===== src/rtl/fetch_stage.sv =====
// Instruction-fetch stage and IF/ID pipeline register for the DLX pipeline.
// Owns the PC, issues instruction-memory requests, applies decode's
// redirect/stall/kill requests and halts after an unkilled TRAP reaches IF/ID.
module fetch_stage #(
    parameter logic [31:0] RESET_PC    = 32'h0000_0000,
    parameter logic [0:31] NOP_INSTR   = 32'h0000_0015,
    parameter logic [5:0]  TRAP_OPCODE = 6'h11
) (
    input  logic        clk,
    input  logic        reset,
    output logic        imem_req,
    output logic [31:0] imem_addr,
    input  logic [0:31] imem_rdata,
    input  logic        imem_ready,
    input  logic        branch,
    input  logic [31:0] branch_target,
    input  logic        stall,
    input  logic        kill_next,
    output logic [0:31] id_instr,
    output logic [31:0] id_pc_plus_four,
    output logic        id_should_be_killed,
    output logic        id_valid,
    output logic        halted,
    output logic [31:0] fetch_count
);

    typedef enum logic [1:0] {
        S_BOOT,
        S_RUN,
        S_HALT
    } state_t;

    state_t      state_q, state_d;
    logic [31:0] pc_q, pc_d;
    logic [0:31] instr_q, instr_d;
    logic [31:0] ppf_q, ppf_d;
    logic        killed_q, killed_d;
    logic        valid_q, valid_d;
    logic [31:0] count_q, count_d;
    logic [31:0] pc_plus_four;
    logic        trap_in_id;

    assign pc_plus_four = pc_q + 32'd4;

    // The halt decision looks at the word already sitting in IF/ID, so a
    // TRAP takes effect one edge after it was loaded.
    assign trap_in_id = (instr_q[0:5] == TRAP_OPCODE) && !killed_q && valid_q;

    // Next-state, PC and IF/ID load selection; first matching RUN rule wins.
    always_comb begin
        state_d  = state_q;
        pc_d     = pc_q;
        instr_d  = instr_q;
        ppf_d    = ppf_q;
        killed_d = killed_q;
        valid_d  = valid_q;
        count_d  = count_q;

        case (state_q)
            S_BOOT: begin
                state_d = S_RUN;
            end
            S_RUN: begin
                if (trap_in_id) begin
                    state_d  = S_HALT;
                    instr_d  = NOP_INSTR;
                    killed_d = 1'b1;
                    valid_d  = 1'b0;
                end else if (branch || stall) begin
                    // Redirect and stall both squash the word being fetched;
                    // only a redirect moves the PC, a stall re-fetches it.
                    if (branch) begin
                        pc_d = branch_target;
                    end
                    instr_d  = imem_ready ? imem_rdata : NOP_INSTR;
                    ppf_d    = pc_plus_four;
                    killed_d = 1'b1;
                    valid_d  = imem_ready;
                end else if (!imem_ready) begin
                    instr_d  = NOP_INSTR;
                    killed_d = 1'b1;
                    valid_d  = 1'b0;
                end else begin
                    pc_d     = pc_plus_four;
                    instr_d  = imem_rdata;
                    ppf_d    = pc_plus_four;
                    killed_d = kill_next;
                    valid_d  = 1'b1;
                    if (!kill_next) begin
                        count_d = count_q + 32'd1;
                    end
                end
            end
            S_HALT: begin
                instr_d  = NOP_INSTR;
                killed_d = 1'b1;
                valid_d  = 1'b0;
            end
            default: begin
                state_d = S_BOOT;
            end
        endcase
    end

    // State, PC and IF/ID registers with synchronous reset.
    always_ff @(posedge clk) begin
        if (reset) begin
            state_q  <= S_BOOT;
            pc_q     <= RESET_PC;
            instr_q  <= NOP_INSTR;
            ppf_q    <= RESET_PC + 32'd4;
            killed_q <= 1'b1;
            valid_q  <= 1'b0;
            count_q  <= '0;
        end else begin
            state_q  <= state_d;
            pc_q     <= pc_d;
            instr_q  <= instr_d;
            ppf_q    <= ppf_d;
            killed_q <= killed_d;
            valid_q  <= valid_d;
            count_q  <= count_d;
        end
    end

    assign imem_req            = (state_q == S_RUN);
    assign imem_addr           = pc_q;
    assign halted              = (state_q == S_HALT);
    assign id_instr            = instr_q;
    assign id_pc_plus_four     = ppf_q;
    assign id_should_be_killed = killed_q;
    assign id_valid            = valid_q;
    assign fetch_count         = count_q;

endmodule

===== config.mk =====
export PLATFORM = sky130hd
export DESIGN_NAME = fetch_stage
export DESIGN_NICKNAME = d
export VERILOG_FILES = /design/src/rtl/fetch_stage.sv
export SDC_FILE = /design/constraint.sdc
export NUM_CORES = 1
export LEC_CHECK = 0
export ABC_AREA = 1
export CAP_MARGIN = 20
export CORE_MARGIN = 2
export CORE_UTILIZATION = 52
export DETAILED_ROUTE_END_ITERATION = 16
export GPL_ROUTABILITY_DRIVEN = 1
export PLACE_DENSITY = 0.95
export SETUP_SLACK_MARGIN = 0.1
export SLEW_MARGIN = 20
export SYNTH_ARGS = -nofsm -noshare
export SYNTH_HDL_FRONTEND = slang
export SYNTH_SLANG_ARGS = --single-unit
export TNS_END_PERCENT = 10

===== constraint.sdc =====
create_clock -name clk -period 2.8 [get_ports clk]
set_clock_uncertainty 0.2 [all_clocks]
set_input_delay 0.84 -clock clk [delete_from_list [all_inputs] [get_ports clk]]
set_output_delay 0.84 -clock clk [all_outputs]
set_load 0.1 [all_outputs]

Word level (Yosys, flattened, before mapping). Index checks and enable logic that the tools add are counted.

Word-level logic and storage cells: 46. Register bits: 132.

Reductions and logical operators: 11. Muxes and demuxes: 17. Equal/unequal tests: 5. Bitwise gates (word level): 4. Add/subtract/negate cells: 2.

Operators with widths (count): two-way mux 32 bit (6); one-hot mux 32 bit (2 select lines) (1); adder 32 x 1 -> 32 bit (second input constant) (1); adder 32 x 3 -> 32 bit (second input constant) (1); == test 6 x 5 -> 1 bit (second input constant) (1); two-way mux 1 bit (6); one-hot mux 2 bit (3 select lines) (1); AND reduction 5 bit (1); NOT 1 bit (4); one-hot mux 1 bit (2 select lines) (2); AND reduction 4 bit (1); nonzero test 2 bit (2); AND reduction 3 bit (1); == test 2 x 1 -> 1 bit (second input constant) (1); == test 2 bit (second input constant) (1); logical AND 1 bit (2); zero test 2 bit (1); two-way mux 2 bit (1); != test 2 x 1 -> 1 bit (second input constant) (1); != test 2 bit (second input constant) (1); AND reduction 2 bit (1); zero test 1 bit (1); logical OR 1 bit (1).

Logic depth before layout (Yosys ltp).
Depth in word-level cells: 5. Mapped depth: 11.

Worst setup path after synthesis. No wires, ideal clock.

Path kind: register -> register. From: register count_q[0], in the netlist fetch_count[0]. To: register count_q[20], in the netlist fetch_count[20]. Path buffers: 0. Slack: 186 ps. Data required time: 2472 ps. Stages on the path, launching flop included: 11. Data arrival time: 2286 ps. Period minus slack after synthesis: 2614 ps. Cell sequence: dfxtp_1 ha_1 nand3_1 nor2_2 nand2_2 nor2_2 nand2_2 nor2_4 nand3_1 nand2_1 nor2_1.

Cells in the longest elaborated chain, start to end: 1.

Ends and longest elaborated chain: start: declaration (RTL line 39) `logic [31:0] count_q, count_d;`; start signal: assignment (RTL line 122) `count_q <= count_d;`; adder 32 x 1 -> 32 bit (RTL line 90) `count_d = count_q + 32'd1;`.

Every way passes these cells. A chain may end at the register's enable or synchronous reset.

Final worst setup path.
From: register state_q[0]. To: output halted.

Cells in the longest elaborated chain, start to end: 1.

Ends and longest elaborated chain: start: declaration (RTL line 33) `state_t state_q, state_d;`; start signal: assignment (RTL line 116) `state_q <= state_d;`; == test 2 bit (RTL line 128) `assign halted = (state_q == S_HALT);`; end: declaration (RTL line 23) `output logic halted,`.

Every way passes these cells.

==> summary.txt <==
Status - complete, no violations
HP Class - reg -> reg
Placed Area - 0.008763 mm²
Setup-failing EPs final - 0
Post-route insts no fill - 1453
Worst skew pair latency - 0.42 ns
Ant diodes - 0
WP data arrival - 1.40 ns
Commonest cells in the netlist - nand2_1 (381), dfxtp_1 (132), nor2_1 (113)
DP HPWL - 15550 µm
Worst slew margin - 65.55%
Fillers - 1000
Layout Nets - 1345
Simple-Gate Fraction of Synth Area - 39.66%
Synthesis-stage register bit count - 132
Global-route track usage on met3 - 6.708%
First-pass GRT wire length - 34730 µm
Synth Instances - 1075
Hold depth - 2
Worst hold slack - 0.2654 ns
Core area - 0.01272 mm²
Vias in the first global route - 7346
Initial Util - 53.59%
Critical path type - reg -> out
Post-CTS resize count - 0
Synth Area in Compound Gates - 10.44%
FF/Latch Area - 0.002643 mm²
WP data required - 1.76 ns
Worst-path clk slew - 0.05 ns
Mux contribution to synthesized area - 0%
Setup_tns - 0 ns
Post-synthesis sequential area ratio - 38.76%
Global route total overflow - 0
Clock sink count - 132
Top cell type's share of synthesized area - 38.76%
Worst hold endpoint - id_instr[21]
Asr flop ratio synth - 0%
Drt wl/cell - 14.94 µm
Mapped Area - 0.006818 mm²
GR peak layer - met2
P&R area growth vs syn - 36.56%
Top post-synthesis cells by area - dfxtp_1 (39%), nand2_1 (21%), a21oi_1 (8.1%)
IO Count - 202
Die H - 118.5 µm
P_int - 4.584 mW
Worst slew pin tran - 0.5161 ns
Hold Startpoint - id_instr[21]
Mapped Nets - 1150
Peak VDD IR - 0.8973 mV
Share of cells above drive strength 1 - 16.86%
R2R Path End - imem_addr[12]
Final hold vios - 0
GRT Resource Usage Total - 30.60%
Leak - 3.897 nW
M2 GR Usage - 51.63%
Worst Path Max Fanout - 6
Reg2Reg Setup Slack - 0.69 ns
IO Port Bufs - 201
Hold bufs inserted after CTS - 0
Dpl ws - 0.02205 ns
Routability cong. - 0.9554
# DRC - 0
Final Max Slew Viols - 0
Detailed Routing Iterations Pass 1 - 6
Worst setup margin - 0.3643 ns
Synth Area per Inst - 6.342 µm²
Final Cell Area - 0.009310 mm²
Global routing usage on met1 - 35.50%
Via count - 7839
Initial antenna violation count - 0
Max-cap violations - 0
Cell taking the most area after synthesis - dfxtp_1
FP Rows - 41
Main flop type after synthesis - dfxtp_1
Initial DRC count - 667
Switching Share - 50.86%
TritonCTS clock tree - built
Main combinational cell family by area after synthesis - simple AND/OR/NAND/NOR gates
Adder-cell share of the synthesized area - 0.9176%
NetSw - 4.744 mW
Area occupied by multi-input gates - 0.003615 mm²
Fmax - 410.6 MHz
Register share of total power - 27.2%
Fin crit share - 86.99%
Clock Root Buffer - clkbuf_16
CP Launch Type - register
Vias per inst - 5.395
Number of synthesized flops with an enable pin - 0
Crit. End Element - primary output
Clock share of power - 22.3%
H-tree levels - 4
Largest net degree at the start of global routing - 91
Tmin final - 2.436 ns
Placed instance count - 1423
Die area - 0.01404 mm²
RR Startpoint - imem_addr[2]
Combinational share of power - 50.5%
Yosys warnings - 0
Top-count cell post-synth - nand2_1
Unrepaired setup endpoints after global routing - false
Routed WL - 21710 µm
R2R cell count - 9
XOR/XNOR share of the synthesized area - 1.927%
Power density cells - 1002 mW/mm²
Clock buffer depth - 2
Post-DRT Antenna Nets - 0
Post-CTS setup buffer count - 0
TritonCTS buffer count - 17
Distinct cells, synth - 32
Die span in x - 118.5 µm
layout make-up:
class                           instances  area share (%)
Clock buffer                           26           5.362
Tap cell                              172           2.312
Sequential cell                       132           28.38
Multi-Input combinational cell        802           38.83
Inverter                               95           3.830
Clock inverter                          4          0.5107
Timing Repair Buffer                  222           20.78
state kept, by name, indices dropped and copies added, names as in the netlist:
signal / flops
id_instr: 32
id_pc_plus_four: 32
id_valid: 1
id_should_be_killed: 1
fetch_count: 32
imem_addr: 32
state_q: 2
routing by layer:
layer	vias up	share of wire [%]
met2	453	48
met3	102	9.1
met5	-	0
li1	3800	-
met4	0	4.8
met1	3484	38
cell usage in the layout (no fill, tap or decap), types with 2 or more instances in the layout:
cell type        instances
clkbuf_1                 5
xnor2_1                  8
nand2_2                  4
clkinv_2                 2
clkbuf_16               17
clkbuf_8                 4
buf_12                   8
a21oi_1                110
dfxtp_1                132
ha_1                     5
nand2_1                381
nor2_2                   7
nand3b_1                 8
nor3b_2                  2
nand3_1                 94
nand4_1                  7
buf_4                  145
o22ai_1                  3
xor2_1                   7
or2_2                   13
o21ai_0                 26
nor2_1                 113
inv_1                   91
inv_2                    4
nor3_2                   2
nor3_1                   2
nor2_4                   4
clkdlybuf4s50_1         68
power by group through the flow:
stage | combinational, mW | clock [mW] | sequential [mW]
floorplan | 1.31 | 0 | 4.78
global placement | 4.61 | 0 | 2.55
detailed placement | 4.67 | 0 | 2.55
CTS | 4.69 | 2.11 | 2.53
global route | 4.94 | 2.20 | 2.58
finish | 4.71 | 2.08 | 2.54
critical path, stage by stage, from the launching register on:
cell and delay, ns:
dfxtp_1 0.32, inv_1 0.08, ha_1 0.34, buf_12 0.22
logic make-up after synthesis:
family / Yosys count
flip-flops: 132
AND/OR/NAND/NOR: 641
AO/OA/AOI/OAI: 141
adder cells (fa/ha/maj): 5
buffers and inverters: 141
XOR/XNOR: 15
worst max-delay path by stage:
stage	startpoint	endpoint	cells past startpoint
global route	branch	fetch_count[9]	9
CTS	state_q[0]	halted	3
floorplan	fetch_count[0]	fetch_count[20]	10
finish	state_q[0]	halted	3
detailed placement	branch	fetch_count[9]	9
global placement	stall	fetch_count[9]	9
through the flow:
| stage | util (%) | power [mW] |
|---|---|---|
| detailed placement | 68.88 | 7.227 |
| finish | 73.18 | 9.328 |
| floorplan | - | 6.086 |
| global placement | 68.88 | 7.162 |
| global route | 73.18 | 9.713 |
| CTS | 73.18 | 9.324 |
No activity file was read; power rests on OpenSTA's default activity.
